**config.mk**
```make
export PLATFORM = sky130hd
export DESIGN_NAME = layer_mux_n
export DESIGN_NICKNAME = d
export VERILOG_FILES = /design/src/rtl/layer_mux_n.sv
export SDC_FILE = /design/constraint.sdc
export NUM_CORES = 1
export LEC_CHECK = 0
export CAP_MARGIN = 5
export CORE_ASPECT_RATIO = 0.75
export CORE_MARGIN = 3
export CORE_UTILIZATION = 35
export CTS_CLUSTER_DIAMETER = 150
export DETAILED_ROUTE_END_ITERATION = 10
export SYNTH_ARGS = -nofsm -noshare
export SYNTH_HDL_FRONTEND = slang
export SYNTH_SLANG_ARGS = --single-unit
```
**constraint.sdc**
```tcl
create_clock -name clk -period 4.97 [get_ports clk]
set_input_delay 0.497 -clock clk [delete_from_list [all_inputs] [get_ports clk]]
set_output_delay 0.497 -clock clk [all_outputs]
set_load 0.1 [all_outputs]
```
**src/rtl/layer_mux_n.sv**
```systemverilog
// layer_mux_n -- priority layer multiplexer with fade-out/fade-in and optional
// per-layer collision detection.
//
// Pipeline: stage 1 registers the colour of the highest-priority active layer
// (lowest index with drawReq & layerEn), or backGroundRGB when none is active.
// Stage 2 expands RGB332 to 24-bit and scales every channel by the fade level
// (0..8, >>3). Input-to-output latency is exactly 2 cycles.
//
// Fade FSM: IDLE (level 8) -> FADE_OUT -> HOLD (level 0) -> FADE_IN -> IDLE.
// The level steps by one every FADE_STEP_FRAMES startOfFrame pulses.
//
// Optional feature: define LAYER_MUX_COLLISION_EN to build the collision
// accumulator; otherwise collisionMask / collisionValid are tied to 0.
//
// Ports:
//   clk, resetN            pixel clock, async active-low reset
//   drawReq[N]             per-layer draw request
//   layerRGB[N][8]         per-layer RGB332 colour
//   backGroundRGB[8]       colour when no layer is drawn
//   layerEn[N]             per-layer enable
//   startOfFrame           pulse at first pixel of each frame
//   fadeStart              request to start a fade-out / fade-in
//   fadeBusy, fadeDone     fade status
//   collisionMask[N]       per-layer collision flags of the previous frame
//   collisionValid         pulse when collisionMask updates
//   redOut/greenOut/blueOut  scaled 24-bit colour

module layer_chan_scale (
  input  logic [7:0] ch,
  input  logic [3:0] level,
  output logic [7:0] scaled
);
  logic [11:0] prod;
  // level 8 -> ch exactly, level 0 -> 0
  assign prod   = {4'b0, ch} * {8'b0, level};
  assign scaled = prod[10:3];
endmodule

module layer_mux_n #(
  parameter int NUM_LAYERS       = 8,
  parameter int FADE_STEP_FRAMES = 4
) (
  input  logic                       clk,
  input  logic                       resetN,
  input  logic [NUM_LAYERS-1:0]      drawReq,
  input  logic [NUM_LAYERS-1:0][7:0] layerRGB,
  input  logic [7:0]                 backGroundRGB,
  input  logic [NUM_LAYERS-1:0]      layerEn,
  input  logic                       startOfFrame,
  input  logic                       fadeStart,
  output logic                       fadeBusy,
  output logic                       fadeDone,
  output logic [NUM_LAYERS-1:0]      collisionMask,
  output logic                       collisionValid,
  output logic [7:0]                 redOut,
  output logic [7:0]                 greenOut,
  output logic [7:0]                 blueOut
);

  localparam logic [7:0] STEP_LAST = 8'(FADE_STEP_FRAMES - 1);

  typedef enum logic [1:0] {IDLE, FADE_OUT, HOLD, FADE_IN} fade_state_t;

  logic [NUM_LAYERS-1:0] hits;
  logic [7:0]            sel_rgb, color_q;
  logic [2:0][7:0]       expanded, scaled;

  fade_state_t state, state_n;
  logic [3:0]  level, level_n;
  logic [7:0]  frame_cnt, frame_cnt_n;

  assign hits = drawReq & layerEn;

  // Priority select: walk from the lowest priority up so index 0 wins.
  always_comb begin
    sel_rgb = backGroundRGB;
    for (int i = NUM_LAYERS - 1; i >= 0; i--)
      if (hits[i]) sel_rgb = layerRGB[i];
  end

  // Stage 1
  always_ff @(posedge clk or negedge resetN)
    if (!resetN) color_q <= '0;
    else         color_q <= sel_rgb;

  // RGB332 -> 888 by bit replication
  assign expanded[2] = {color_q[7:5], color_q[7:5], color_q[7:6]};
  assign expanded[1] = {color_q[4:2], color_q[4:2], color_q[4:3]};
  assign expanded[0] = {color_q[1:0], color_q[1:0], color_q[1:0], color_q[1:0]};

  for (genvar c = 0; c < 3; c++) begin : g_chan
    layer_chan_scale u_scale (
      .ch     (expanded[c]),
      .level  (level),
      .scaled (scaled[c])
    );
  end

  // Stage 2
  always_ff @(posedge clk or negedge resetN)
    if (!resetN) begin
      redOut   <= '0;
      greenOut <= '0;
      blueOut  <= '0;
    end else begin
      redOut   <= scaled[2];
      greenOut <= scaled[1];
      blueOut  <= scaled[0];
    end

  // Fade FSM: state register
  always_ff @(posedge clk or negedge resetN)
    if (!resetN) begin
      state     <= IDLE;
      level     <= 4'd8;
      frame_cnt <= '0;
    end else begin
      state     <= state_n;
      level     <= level_n;
      frame_cnt <= frame_cnt_n;
    end

  // Fade FSM: next state. A startOfFrame coinciding with the fadeStart that
  // leaves IDLE/HOLD is dropped because those states never count frames.
  always_comb begin
    state_n     = state;
    level_n     = level;
    frame_cnt_n = frame_cnt;
    case (state)
      IDLE: if (fadeStart) begin
        state_n     = FADE_OUT;
        frame_cnt_n = '0;
      end
      HOLD: if (fadeStart) begin
        state_n     = FADE_IN;
        frame_cnt_n = '0;
      end
      FADE_OUT: if (startOfFrame) begin
        if (frame_cnt == STEP_LAST) begin
          frame_cnt_n = '0;
          level_n     = level - 4'd1;
          if (level == 4'd1) state_n = HOLD;
        end else begin
          frame_cnt_n = frame_cnt + 8'd1;
        end
      end
      FADE_IN: if (startOfFrame) begin
        if (frame_cnt == STEP_LAST) begin
          frame_cnt_n = '0;
          level_n     = level + 4'd1;
          if (level == 4'd7) state_n = IDLE;
        end else begin
          frame_cnt_n = frame_cnt + 8'd1;
        end
      end
      default: state_n = IDLE;
    endcase
  end

  // Fade FSM: outputs
  always_comb begin
    fadeBusy = (state == FADE_OUT) || (state == FADE_IN);
    fadeDone = (state == HOLD);
  end

`ifdef LAYER_MUX_COLLISION_EN
  logic [NUM_LAYERS-1:0] coll_acc, coll_now;
  logic                  multi_hit;

  // Two or more enabled layers requesting: every requesting layer collides.
  assign multi_hit = (hits & (hits - 1'b1)) != '0;
  assign coll_now  = multi_hit ? hits : '0;

  always_ff @(posedge clk or negedge resetN)
    if (!resetN) begin
      coll_acc       <= '0;
      collisionMask  <= '0;
      collisionValid <= 1'b0;
    end else begin
      collisionValid <= startOfFrame;
      if (startOfFrame) begin
        collisionMask <= coll_acc | coll_now;
        coll_acc      <= '0;
      end else begin
        coll_acc      <= coll_acc | coll_now;
      end
    end
`else
  assign collisionMask  = '0;
  assign collisionValid = 1'b0;
`endif

endmodule
```
==> flow_metrics.tcl <==
set metrics [dict create \
    status "complete, no violations" \
    rsz0062_at_grt "no" \
    crit_path_start "level[3]" \
    io_pins 127 \
    internal_power_w 0.001853 \
    core_area_um2 11740 \
    die_area_um2 13520 \
    antenna_found_initial 0 \
    holdBufCountCts 0 \
    async_flop_share 1.000 \
    comb_power_share 0.752 \
    syn_avg_cell_area_um2 8.967 \
    grt_pass1_vias 3856 \
    drive_gt1_frac 0.03425 \
    p_sw_w 0.002204 \
    fin_setup_tns_ns 0 \
    insertedDiodeCount 0 \
    synth_top_cell_area_share 0.2649 \
    htree_num_levels 2 \
    cp_slowest_cell "dfstp_2" \
    wl_um 10650 \
    dp_hpwl_um 8810 \
    netlist_area_um2 4250 \
    yosys.area.top_type "dfrtp_1" \
    drc_errors 0 \
    cts.clk_slew.worst_paths_ns 0.06 \
    yosysUniqueCellTypes 49 \
    grt_pass1_wl_um 18200 \
    r2r-end "blueOut[7]" \
    fin_skew_ns 0.009976 \
    hold_viol 0 \
    cts-buffers-inserted 5 \
    min_period_ns 3.405 \
    yosysSeqAreaShare 0.2711 \
    p_clk_frac 0.083 \
    crit_top_cell "fa_1" \
    p_leak_nw 2.642 \
    max-vdd-ir-drop_v 0.0003782 \
    drtIter0Drc 120 \
    final_nets 740 \
    cp-end-kind "flip-flop" \
    final_core_util 0.4837 \
    max_clock_freq_ghz 0.2937 \
    cp-start-kind "flip-flop" \
    wl_per_cell_um 14.28 \
    timing.rr.start "level[3]" \
    critPathRequiredTime_ns 5.18 \
    rrSetupSlack_ns 1.56 \
    yosys_warnings 0 \
    drtAntennaViolNets 0 \
    synth_seq_cells 46 \
    synthTopCellsByArea "dfrtp_1 (26%), ha_1 (14%), fa_1 (8.0%)" \
    path_max_fanout 11 \
    grt_start_max_net_pins 47 \
    grt_overflow 0 \
    post_drt_via_cell_ratio 5.005 \
    maxCapViolCount 0 \
    routabilityCongestion 0.8605 \
    dpl-instance-area_um2 5528 \
    clock_path_buffers 2 \
    critPathMaxStageDelay_ns 0.64 \
    vias 3734 \
    switching_share 0.5432 \
    initial_utilization 0.3620 \
    root_buffer "clkbuf_16" \
    seqPwrFrac 0.165 \
    syn2layout_area_growth_pct 33.62 \
    setup-violations-final 0 \
    die_w_um 133.2 \
    slew_viol_final 0 \
    portBuffers 117 \
    rows 34 \
    grt_usage 0.1628 \
    crit_chain "and2_1 > inv_1 > fa_1 > xnor2_1 > ha_1 > fa_1 > a31oi_1 > o21ai_0 > or4_1 > nand3_1" \
    cts.sinks 46 \
    holdWs_ns 0.3825 \
    slew_headroom 0.3237 \
    synth_flop_cell "dfrtp_1" \
    hp-class "primary input to async pin" \
    cts_tree "yes" \
    cts.repair.resized 0 \
    synth_edf_count 0 \
    r2r_cells 10 \
    first_pass_iters 4 \
    die_h_um 101.4 \
    power_per_cell_area_nw_per_um2 714.3 \
    tightest_slew_ns 1.014 \
    postCtsSetupBuffers 0 \
    critical_path_class "flip-flop to flip-flop" \
    clkLatencyLatePin_ns 0.28 \
    final_cell_area_um2 5679 \
    syn_inst 474 \
    crit_arrival_ns 3.62 \
    period_share 0.6851 \
]
cell families (layout without fill, tap and decap cells):
kind of cell               Yosys count  in the layout  share of synthesized area
xor gates and xnor gates            41             41                    0.08449
other                                1              9                  0.0008823
and+or+nand+nor                    149            149                     0.1775
buffers and inverters               58            160                    0.05946
muxes                                3              3                   0.008242
AOI/OAI and AO/OA                  111            111                     0.1769
DFF                                 46             46                     0.2711
adders and majority gates           65             65                     0.2214
flip-flops by register name, indices dropped and copies added (netlist names):
register	cells
redOut	8
greenOut	8
state	2
color_q	8
blueOut	8
frame_cnt	8
level	4
critical path: cells and delay by family (launching register included):
family / cells / cell delay [ns]
adder cells (fa/ha/maj): 3 / 1.38
buffers and inverters: 1 / 0.06
AO/OA/AOI/OAI: 2 / 0.35
AND/OR/NAND/NOR: 3 / 0.77
XOR/XNOR: 1 / 0.13
flip-flops: 1 / 0.64
cell type report:
class,instances,area (um2)
fillers,1100,6062
multi-input cells,378,2875
repair buffers,117,1166
flip-flops and latches,46,1152
well taps,162,202.7
clock buffers,6,138.9
inverters,35,131.4
clock inverters,2,12.51
worst max-delay path by stage:
stage	end	slack, ns	cells past startpoint
after global placement	blueOut[7]	1.68	10
after detailed placement	greenOut[7]	1.57	12
final	blueOut[7]	1.56	10
after global routing	blueOut[7]	1.29	10
after CTS	blueOut[7]	1.54	10
after floorplan	blueOut[7]	1.61	11
cell usage after synthesis (2+ instances only):
cell type / count
nand4_1: 9
mux2i_1: 2
buf_4: 9
clkbuf_1: 12
xnor2_1: 23
and3_1: 12
a21o_1: 8
a22oi_1: 8
nor2b_1: 4
nand3_1: 6
ha_1: 48
o311ai_0: 8
a211oi_1: 10
a31o_2: 2
inv_1: 35
and2_1: 26
xor2_1: 18
fa_1: 17
a21oi_1: 16
o21ai_0: 37
nor2_1: 46
dfrtp_1: 45
nand2_1: 33
nor3_1: 5
o21bai_1: 4
a221o_1: 8
power groups by stage:
stage / Combinational [W] / Clock [W] / Sequential [W]
after floorplan: 0.00177 / 0 / 0.00132
after global placement: 0.00302 / 0 / 0.000675
after detailed placement: 0.00305 / 0 / 0.000678
after CTS: 0.00308 / 0.000347 / 0.000672
after global routing: 0.00337 / 0.000366 / 0.000689
final: 0.00305 / 0.000336 / 0.000670
cells in the final DEF, fill, tap and decap left out, drive strengths merged, types with 5 or more instances in the layout:
cell type / instances
fa: 17
xnor2: 23
nand3: 7
nand2: 34
a21oi: 16
xor2: 18
nor3: 5
o311ai: 8
and3: 13
inv: 35
clkdlybuf4s50: 116
nor2: 46
o21ai: 37
a22oi: 8
a21o: 8
dfrtp: 45
clkbuf: 6
a221o: 8
conb: 9
a211oi: 10
ha: 48
and2: 26
nand4: 9
metal layers:
metal,up-vias,track usage,share of wire
li1,1863,-,-
met1,1747,0.2028,0.44
met2,119,0.2913,0.48
met3,5,0.04667,0.078
met4,0,0.02134,0.0041
met5,-,0,0
stage by stage:
stage | power, W | setup slack, ns | std cells
2_1_floorplan | 0.003091 | 1.613 | 482
3_3_place_gp | 0.003699 | 1.676 | 738
3_5_place_dp | 0.003732 | 1.571 | 738
4_1_cts | 0.004096 | 1.538 | 746
5_1_grt | 0.004426 | 1.286 | 746
6_report | 0.004057 | 1.565 | 746
Power figures use the tool's default switching activity.
